<file path="config.mk">
export PLATFORM = sky130hd
export DESIGN_NAME = mult_div_unit
export DESIGN_NICKNAME = d
export VERILOG_FILES = /design/src/rtl/mips_pkg.sv /design/src/rtl/mult_div_unit.sv
export SDC_FILE = /design/constraint.sdc
export NUM_CORES = 1
export LEC_CHECK = 0
export CAP_MARGIN = 25
export CORE_UTILIZATION = 25
export CTS_BUF_LIST = sky130_fd_sc_hd__clkbuf_16
export CTS_CLUSTER_SIZE = 10
export DETAILED_ROUTE_END_ITERATION = 6
export PLACE_DENSITY = 0.42
export SKIP_CTS_REPAIR_TIMING = 1
export SYNTH_ARGS = -nofsm -noshare
export SYNTH_HDL_FRONTEND = slang
export SYNTH_SLANG_ARGS = --single-unit
export TNS_END_PERCENT = 100
</file>
<file path="constraint.sdc">
create_clock -name clk -period 11.85 [get_ports clk]
set_input_delay 2.37 -clock clk [delete_from_list [all_inputs] [get_ports clk]]
set_output_delay 2.37 -clock clk [all_outputs]
set_load 0.01 [all_outputs]
</file>
<file path="src/rtl/mips_pkg.sv">
// Shared types for the MIPS integer pipeline: multiply/divide opcodes, FSM states and width.
// Pure declarations; no latency.
// No flow control of its own.
package mips_pkg;

  localparam int MDU_WIDTH = 32;

  typedef enum logic [1:0] {
    MDU_MULT  = 2'b00,
    MDU_MULTU = 2'b01,
    MDU_DIV   = 2'b10,
    MDU_DIVU  = 2'b11
  } mdu_op_t;

  typedef enum logic [1:0] {
    MDU_IDLE = 2'b00,
    MDU_RUN  = 2'b01,
    MDU_FIX  = 2'b10,
    MDU_DONE = 2'b11
  } mdu_state_t;

endpackage

</file>
<file path="src/rtl/mult_div_unit.sv">
// Iterative MULT/MULTU/DIV/DIVU engine (shift-add multiply, restoring divide) feeding HI/LO.
// Latency: done pulses WIDTH+2 cycles after the accepting edge, independent of operands.
// start is only taken in IDLE; requests while busy or in DONE are dropped, never queued.
module mult_div_unit
  import mips_pkg::*;
#(
  parameter int WIDTH = MDU_WIDTH
) (
  input  logic             clk,
  input  logic             reset,
  input  logic             start,
  input  logic [1:0]       op,
  input  logic [WIDTH-1:0] a,
  input  logic [WIDTH-1:0] b,
  output logic             busy,
  output logic             done,
  output logic [WIDTH-1:0] hi_out,
  output logic [WIDTH-1:0] lo_out
);

  localparam int CNT_W = $clog2(WIDTH) + 1;

  mdu_state_t       state, state_nxt;
  mdu_op_t          op_in;
  logic [CNT_W-1:0] cnt;
  logic             is_div, neg_q, neg_r, div_zero;
  logic [WIDTH-1:0] acc_hi, acc_lo, opnd;
  logic             in_signed, in_div, a_neg, b_neg;
  logic [WIDTH-1:0] mag_a, mag_b;
  logic [WIDTH:0]   shifted, alu_a, alu_b;
  logic             alu_cin;
  logic [WIDTH+1:0] alu_sum;
  logic [2*WIDTH-1:0] prod_neg;

  assign op_in     = mdu_op_t'(op);
  assign in_signed = (op_in == MDU_MULT) || (op_in == MDU_DIV);
  assign in_div    = (op_in == MDU_DIV) || (op_in == MDU_DIVU);
  assign a_neg     = in_signed & a[WIDTH-1];
  assign b_neg     = in_signed & b[WIDTH-1];
  // 0x80000000 negates to itself, which is already the correct unsigned magnitude.
  assign mag_a     = a_neg ? (~a + WIDTH'(1)) : a;
  assign mag_b     = b_neg ? (~b + WIDTH'(1)) : b;

  assign busy      = (state == MDU_RUN) || (state == MDU_FIX);
  assign prod_neg  = ~{acc_hi, acc_lo} + (2*WIDTH)'(1);

  always_comb begin
    state_nxt = state;
    case (state)
      MDU_IDLE: if (start) state_nxt = MDU_RUN;
      MDU_RUN:  if (cnt == CNT_W'(WIDTH - 1)) state_nxt = MDU_FIX;
      MDU_FIX:  state_nxt = MDU_DONE;
      MDU_DONE: state_nxt = MDU_IDLE;
      default:  state_nxt = MDU_IDLE;
    endcase
  end

  // One adder serves both the multiply accumulate and the divide trial subtract.
  // For divide, carry out of bit WIDTH+1 means no borrow (partial remainder >= divisor).
  always_comb begin
    shifted = {acc_hi, acc_lo[WIDTH-1]};
    if (is_div) begin
      alu_a   = shifted;
      alu_b   = ~{1'b0, opnd};
      alu_cin = 1'b1;
    end else begin
      alu_a   = {1'b0, acc_hi};
      alu_b   = acc_lo[0] ? {1'b0, opnd} : '0;
      alu_cin = 1'b0;
    end
    alu_sum = {1'b0, alu_a} + {1'b0, alu_b} + {{(WIDTH+1){1'b0}}, alu_cin};
  end

  always_ff @(posedge clk or posedge reset) begin
    if (reset) begin
      state    <= MDU_IDLE;
      cnt      <= '0;
      is_div   <= 1'b0;
      neg_q    <= 1'b0;
      neg_r    <= 1'b0;
      div_zero <= 1'b0;
      acc_hi   <= '0;
      acc_lo   <= '0;
      opnd     <= '0;
      done     <= 1'b0;
      hi_out   <= '0;
      lo_out   <= '0;
    end else begin
      state <= state_nxt;
      done  <= 1'b0;
      case (state)
        MDU_IDLE: begin
          if (start) begin
            // multiply: opnd = multiplicand, acc_lo = multiplier
            // divide:   opnd = divisor,      acc_lo = dividend
            is_div   <= in_div;
            opnd     <= in_div ? mag_b : mag_a;
            acc_lo   <= in_div ? mag_a : mag_b;
            acc_hi   <= '0;
            cnt      <= '0;
            neg_q    <= a_neg ^ b_neg;
            neg_r    <= a_neg;
            div_zero <= (b == '0);
          end
        end
        MDU_RUN: begin
          cnt <= cnt + CNT_W'(1);
          if (is_div) begin
            acc_hi <= alu_sum[WIDTH+1] ? alu_sum[WIDTH-1:0] : shifted[WIDTH-1:0];
            acc_lo <= {acc_lo[WIDTH-2:0], alu_sum[WIDTH+1]};
          end else begin
            acc_hi <= alu_sum[WIDTH:1];
            acc_lo <= {alu_sum[0], acc_lo[WIDTH-1:1]};
          end
        end
        MDU_FIX: begin
          if (is_div) begin
            // Divide by zero leaves |a| as remainder; re-signing it restores the original a.
            if (div_zero)   acc_lo <= '1;
            else if (neg_q) acc_lo <= ~acc_lo + WIDTH'(1);
            if (neg_r)      acc_hi <= ~acc_hi + WIDTH'(1);
          end else if (neg_q) begin
            {acc_hi, acc_lo} <= prod_neg;
          end
        end
        MDU_DONE: begin
          hi_out <= acc_hi;
          lo_out <= acc_lo;
          done   <= 1'b1;
        end
        default: ;
      endcase
    end
  end

endmodule
</file>
# ---- Word level (Yosys, flattened, before mapping)
# Cells that the tools add are included.
dict set report op_classes {
  reduce_logical 13
  mux 28
  mul 0
  eq_ne 11
  add_sub_neg 8
  n_div 0
  magnitude_cmp 0
  n_bitwise 9
  n_shift 0
}
# cell n
set ops {}
lappend ops {{$mux 32} 17}
lappend ops {{$pmux 32 s3} 2}
lappend ops {{$add 32x1->32 const B} 4}
lappend ops {{$not 32->32} 4}
lappend ops {{$mux 33} 2}
lappend ops {{$add 64x1->64 const B} 1}
lappend ops {{$not 64->64} 1}
lappend ops {{$add 33x33->34} 1}
lappend ops {{$add 34x1->34} 1}
lappend ops {{$not 32->33} 1}
lappend ops {{$logic_not 32->1} 1}
lappend ops {{$pmux 6 s2} 1}
lappend ops {{$ne 3x3->1 const B} 3}
lappend ops {{$eq 2x2->1 const B} 4}
lappend ops {{$pmux 2 s4} 1}
lappend ops {{$reduce_and 4->1} 2}
lappend ops {{$add 6x1->6 const B} 1}
lappend ops {{$eq 6x5->1 const B} 1}
lappend ops {{$mux 6} 1}
lappend ops {{$reduce_and 2->1} 3}
lappend ops {{$logic_not 2->1} 2}
lappend ops {{$mux 2} 2}
lappend ops {{$logic_or 1x1->1} 3}
lappend ops {{$reduce_bool 3->1} 1}
lappend ops {{other kinds (7)} 9}
dict set report word_totals {
  mem_count 0
  mem_bits_rw 0
  latch_bits 0
  output_inout_bits 66
  reg_bits 173
  wordCells 81
  romBits 0
}

# ---- Logic depth before layout (Yosys ltp)
dict set report logic_depth {
  word_depth 7
  mapped_depth 20
}

# ---- Worst setup path after synthesis
# No wires, ideal clock.
dict set report synth_path {
  path_kind {input to register}
  from {in b[17]}
  to {reg acc_lo[30]}
  arrival_time_ns 5.054
  cell_stages 8
  setup_slack_ns 6.693
  t_required_ns 11.746
  cell_sequence {or4_4 -> or4b_4 -> or4_4 -> nor4b_1 -> a21oi_1 -> xnor2_1 -> or4_1 -> o311ai_1}
}
dict set report synth_via {
  elab_chain_cells 6
}
# item line_no
set synth_lines {}
lappend synth_lines {{from (decl)} mult_div_unit.sv:14} ;# input logic [WIDTH-1:0] b,
lappend synth_lines {{$not 32->32} mult_div_unit.sv:42} ;# assign mag_b = b_neg ? (~b + WIDTH'(1)) : b;
lappend synth_lines {{$add 32x1->32} mult_div_unit.sv:42}
lappend synth_lines {{$mux 32} mult_div_unit.sv:42}
lappend synth_lines {{$mux 32} mult_div_unit.sv:98} ;# acc_lo <= in_div ? mag_a : mag_b;
lappend synth_lines {{$mux 32} mult_div_unit.sv:93} ;# if (start) begin
lappend synth_lines {{$pmux 32 s3} mult_div_unit.sv:91} ;# case (state)
lappend synth_lines {{to (signal assigned)} mult_div_unit.sv:98}
lappend synth_lines {{to (signal assigned)} mult_div_unit.sv:110} ;# acc_lo <= {acc_lo[WIDTH-2:0], alu_sum[WIDTH+1]};
lappend synth_lines {{to (signal assigned)} mult_div_unit.sv:113} ;# acc_lo <= {alu_sum[0], acc_lo[WIDTH-1:1]};
lappend synth_lines {{to (decl)} mult_div_unit.sv:27} ;# logic [WIDTH-1:0] acc_hi, acc_lo, opnd;
# Every way passes these cells. The select of a mux whose other input is x is not followed.
# A chain may end at the register's enable or synchronous reset.

# ---- Final worst setup path
dict set report layout_path {
  from {reg is_div}
  to {reg acc_hi[17]}
}
dict set report layout_via {
  elab_chain_cells 6
}
# item line_no
set layout_lines {}
lappend layout_lines {{from (decl)} mult_div_unit.sv:26} ;# logic is_div, neg_q, neg_r, div_zero;
lappend layout_lines {{from (signal assigned)} mult_div_unit.sv:96} ;# is_div <= in_div;
lappend layout_lines {{$mux 33} mult_div_unit.sv:62} ;# if (is_div) begin
lappend layout_lines {{$add 33x33->34} mult_div_unit.sv:71} ;# alu_sum = {1'b0, alu_a} + {1'b0, alu_b} + {{(WIDTH+1){1'b0}}, alu_cin};
lappend layout_lines {{$add 34x1->34} mult_div_unit.sv:71}
lappend layout_lines {{$mux 32} mult_div_unit.sv:109} ;# acc_hi <= alu_sum[WIDTH+1] ? alu_sum[WIDTH-1:0] : shifted[WIDTH-1:0];
lappend layout_lines {{$mux 32} mult_div_unit.sv:108} ;# if (is_div) begin
lappend layout_lines {{$pmux 32 s3} mult_div_unit.sv:91}
lappend layout_lines {{to (signal assigned)} mult_div_unit.sv:109}
lappend layout_lines {{to (signal assigned)} mult_div_unit.sv:112} ;# acc_hi <= alu_sum[WIDTH:1];
lappend layout_lines {{to (signal assigned)} mult_div_unit.sv:121} ;# if (neg_r) acc_hi <= ~acc_hi + WIDTH'(1);
lappend layout_lines {{to (decl)} mult_div_unit.sv:27}
# Several ways; a longest one is shown, not always the timed one.

==> flow_summary.rst <==
.. list-table::
   :header-rows: 1

   * - Metric
     - Value
   * - Status
     - finished, final reports clean
   * - Layout cell share with drive strength beyond 1
     - 0.121
   * - Startpoint type of the worst setup path
     - register
   * - Max Clk Rate
     - 184 MHz
   * - TritonCTS clock tree
     - done
   * - 1st-iter DRT viols
     - 1031
   * - Max Used Layer
     - met4
   * - Number of buffers inserted by port buffering
     - 134
   * - Global route total overflow
     - 0
   * - Cells taking the most area after synthesis
     - dfrtp_1, mux2_2, o21ai_0
   * - Met2 layer wire length in the routed design
     - 22500 um
   * - Pleak
     - 6.42 nW
   * - Average size of a mapped cell
     - 8.18 sq um
   * - Critical Path Max Stage Delay
     - between 0.9 and 1 ns
   * - Pin count of the biggest net entering global routing
     - 106
   * - Net switching power of the design
     - 2.32 mW
   * - Worst Reg-to-Reg Cells
     - 14
   * - Worst Hold Slack
     - just under 0.5 ns
   * - Total negative slack for setup checks
     - 0 ns
   * - Critical Path Fanout Max
     - just under 70
   * - Total of warnings raised by yosys
     - 0
   * - Time the final worst path needs with I/O delays and setup
     - 5.42 ns
   * - Areal power density over the cells
     - approximately 280 nW/um^2
   * - Average vias per placed instance
     - 5.26
   * - Average detailed-routed wire length per instance
     - around 20 um
   * - Clock power share
     - 0.124
   * - Slew of the pin with the lowest slew margin
     - 1.04 ns
   * - Die Ht
     - 238 um
   * - Cell depth of the worst hold path
     - 2
   * - Class of the worst hold path
     - register to register
   * - Family with the most delay on the worst path
     - compound AO/OA/AOI/OAI gates
   * - DP Worst Slack
     - slightly below 6 ns
   * - Maximum level of the CTS H-tree
     - 4
   * - Proportion of synthesized chip area in sequential cells
     - 0.310
   * - Aggregate global-route resource usage
     - 0.185
   * - Via count of the first global-routing pass
     - between 10000 and 15000
   * - Detailed-routing wirelength on met1
     - approximately 26000 um
   * - GPL Wtd Cong
     - 0.893
   * - Final cycle utilization of the critical path
     - 0.458
   * - Worst EP required
     - 12.23 ns
   * - MaxCap Viol Count
     - 0
   * - Post-route setup slack
     - 6.43 ns
   * - Ranking of synthesized cells by instance count
     - o21ai_0, nand2_1, dfrtp_1, nor2_1, a21oi_1
   * - Capture instance of the worst register-to-register path
     - acc_hi[17]
   * - Number of clock sinks seen by CTS
     - 173
   * - Clock input transition at the sequential cells of the worst setup and hold paths
     - 0.08 ns
   * - Count of TritonRoute iterations in the first routing pass
     - 6
   * - Hold path startpoint
     - opnd[22]
   * - Relative contribution of sequential cells to total power
     - 0.262
   * - Number of enable flip-flop cells after synthesis
     - 0
   * - Count leader, synth
     - o21ai_0
   * - Routed wire length
     - 51700 um
   * - Setup repair after global routing missed its margin
     - no
   * - First-pass GRT wire length
     - 79900 um
   * - Synth unique cells
     - 77
   * - Core region area
     - 55100 sq um
   * - Cell count after synthesis
     - between 1500 and 2000
   * - CP Cell Sequence
     - buf_4, nand2_1, a21boi_0, fa_1, nand2b_1, a21oi_1, o21ai_0, a31oi_1, o2111ai_1, buf_4, and2_1, buf_8, o221a_2, a221o_1
   * - Cell taking the most area after synthesis
     - dfrtp_1
   * - Internal cell power
     - about 2.3 mW
   * - Hold Crit Endpoint
     - opnd[22]
   * - Number of nets in the finished design
     - about 1900
   * - Primary flip-flop cell chosen by synthesis mapping
     - dfrtp_1
   * - Fill count
     - about 6000
   * - Total nets after synthesis
     - 1818
   * - Critical Path Slowest Stage Cell
     - dfrtp_4
   * - Clock insertion delay at the later pin of the skew report
     - 0.50 ns
   * - Share of total power consumed by net switching
     - 0.501
   * - Cell repeated most along the worst path
     - buf_4
   * - Worst Setup Path Type
     - register to register
   * - Worst path buffer plus inverter count
     - 3
   * - Total I/O pin count
     - 135
   * - Via count
     - 13200
   * - Initial standard-cell utilization of the core
     - 0.253
   * - Launching point of the worst reg2reg path
     - is_div
   * - DRC Markers
     - 0
   * - Logic pwr share
     - 0.614
   * - Number of inserted diodes
     - 0
   * - Cell at the root of the clock tree
     - clkbuf_16
   * - Die footprint
     - 56800 sq um
   * - Layout-stage area growth over the synthesis result
     - 18.4%
   * - Post-detailed-route count of antenna-violating nets
     - 0
   * - Relative max-transition margin
     - 0.306
   * - Max rail drop VDD
     - 0.134 mV
   * - Setup clock skew after layout
     - about 0.018 ns
   * - Row Count
     - 86
   * - Number of CTS-inserted buffers
     - 17
   * - FFs w/ async S/R, synth
     - 1.00
   * - Wire length on met3
     - 2250 um
   * - Cell area after technology mapping
     - 14000 sq um
   * - Count of state elements after synthesis
     - 173
   * - Setup violation total in the final timing report
     - 0
   * - Path length in cells of the critical path
     - 14
   * - Register-to-register setup slack
     - 6.43 ns
   * - Critical path endpoint category
     - register
   * - Die X-Extent
     - 238 um
   * - Final Hold Violating Endpoints
     - 0
   * - Placed wire-length estimate
     - 39200 um
   * - Largest buffer count on any clock path
     - 2
   * - Number of antenna violations at the first check in global routing
     - 1
   * - Proportion of netlist area held by the largest area contributor
     - 0.310
   * - Max-slew violations
     - 0
   * - Arrival time of the worst setup path
     - 5.81 ns
==> worst reg2reg max path: stages, from the launching register on <==
cell	delay [ns]
dfrtp_4	0.93
buf_4	0.76
nand2_1	0.13
a21boi_0	0.19
fa_1	0.48
nand2b_1	0.17
a21oi_1	0.32
o21ai_0	0.30
a31oi_1	0.49
o2111ai_1	0.16
buf_4	0.25
and2_1	0.29
buf_8	0.23
o221a_2	0.29
a221o_1	0.33
==> logic make-up after synthesis <==
kind of cell,count (synthesis),share of synthesized area
simple gates,545,0.187
compound gates,540,0.240
flops,173,0.310
buf+inv,158,0.0429
mux,140,0.112
xor+xnor,107,0.0677
fa+ha+maj,43,0.0396
==> cell usage in the layout, fill, tap and decap left out, types with 29 or more instances in the layout <==
| cell type | instances |
|---|---|
| a21oi_1 | 133 |
| o221ai_1 | 29 |
| nand3_1 | 35 |
| ha_1 | 40 |
| inv_1 | 31 |
| xnor2_1 | 60 |
| xor2_1 | 46 |
| nor3_1 | 47 |
| clkdlybuf4s50_1 | 133 |
| nand2_1 | 189 |
| dfrtp_1 | 172 |
| mux2_2 | 129 |
| nor2_1 | 136 |
| o21ai_0 | 199 |
==> stage by stage <==
stage	power, mW	cell area, sq um	cells	util
CTS	4.66	16500	2512	0.300
finish	4.64	16500	2513	0.300
global placement	4.07	15900	2479	0.289
global route	5.03	16500	2513	0.300
detailed placement	4.07	15900	2480	0.289
floorplan	3.04	14000	1706	-
==> per-layer routing <==
| layer | vias to the layer above | GRT usage |
|---|---|---|
| li1 | 6387 | - |
| met1 | 6423 | 0.270 |
| met4 | 0 | 0.0602 |
| met2 | 372 | 0.277 |
| met5 | - | 0 |
| met3 | 47 | 0.0242 |
==> worst max-delay path by stage <==
stage | startpoint | endpoint | slack (ns)
floorplan | reset | acc_hi[0] | 4.79
global placement | is_div | acc_hi[17] | 5.92
detailed placement | is_div | acc_hi[5] | 5.94
CTS | is_div | acc_hi[5] | 5.89
global route | is_div | acc_hi[17] | 6.02
finish | is_div | acc_hi[17] | 6.43
==> state kept, by name, indices dropped and copies added, names as in the netlist, 2 cells and up <==
name / count
acc_lo: 32
hi_out: 32
state: 2
opnd: 32
cnt: 6
lo_out: 32
acc_hi: 32
==> power by group through the flow <==
stage | clock network (mW) | logic, mW | registers (mW)
2_1_floorplan | 0 | 1.99 | 1.05
3_3_place_gp | 0 | 2.84 | 1.23
3_5_place_dp | 0 | 2.84 | 1.23
4_1_cts | 0.592 | 2.85 | 1.22
5_1_grt | 0.610 | 3.16 | 1.27
6_report | 0.573 | 2.85 | 1.22
==> cell type report <==
cell class	count	area, sq um	area share
clock buffers	17	425	0.0258
clock inverters	15	155	0.00939
inverters	32	128	0.00773
multi-input cells	1375	9060	0.548
flip-flops and latches	173	4330	0.262
well taps	748	936	0.0567
repair buffers	153	1490	0.0900
(Power assumes the default switching activity.)
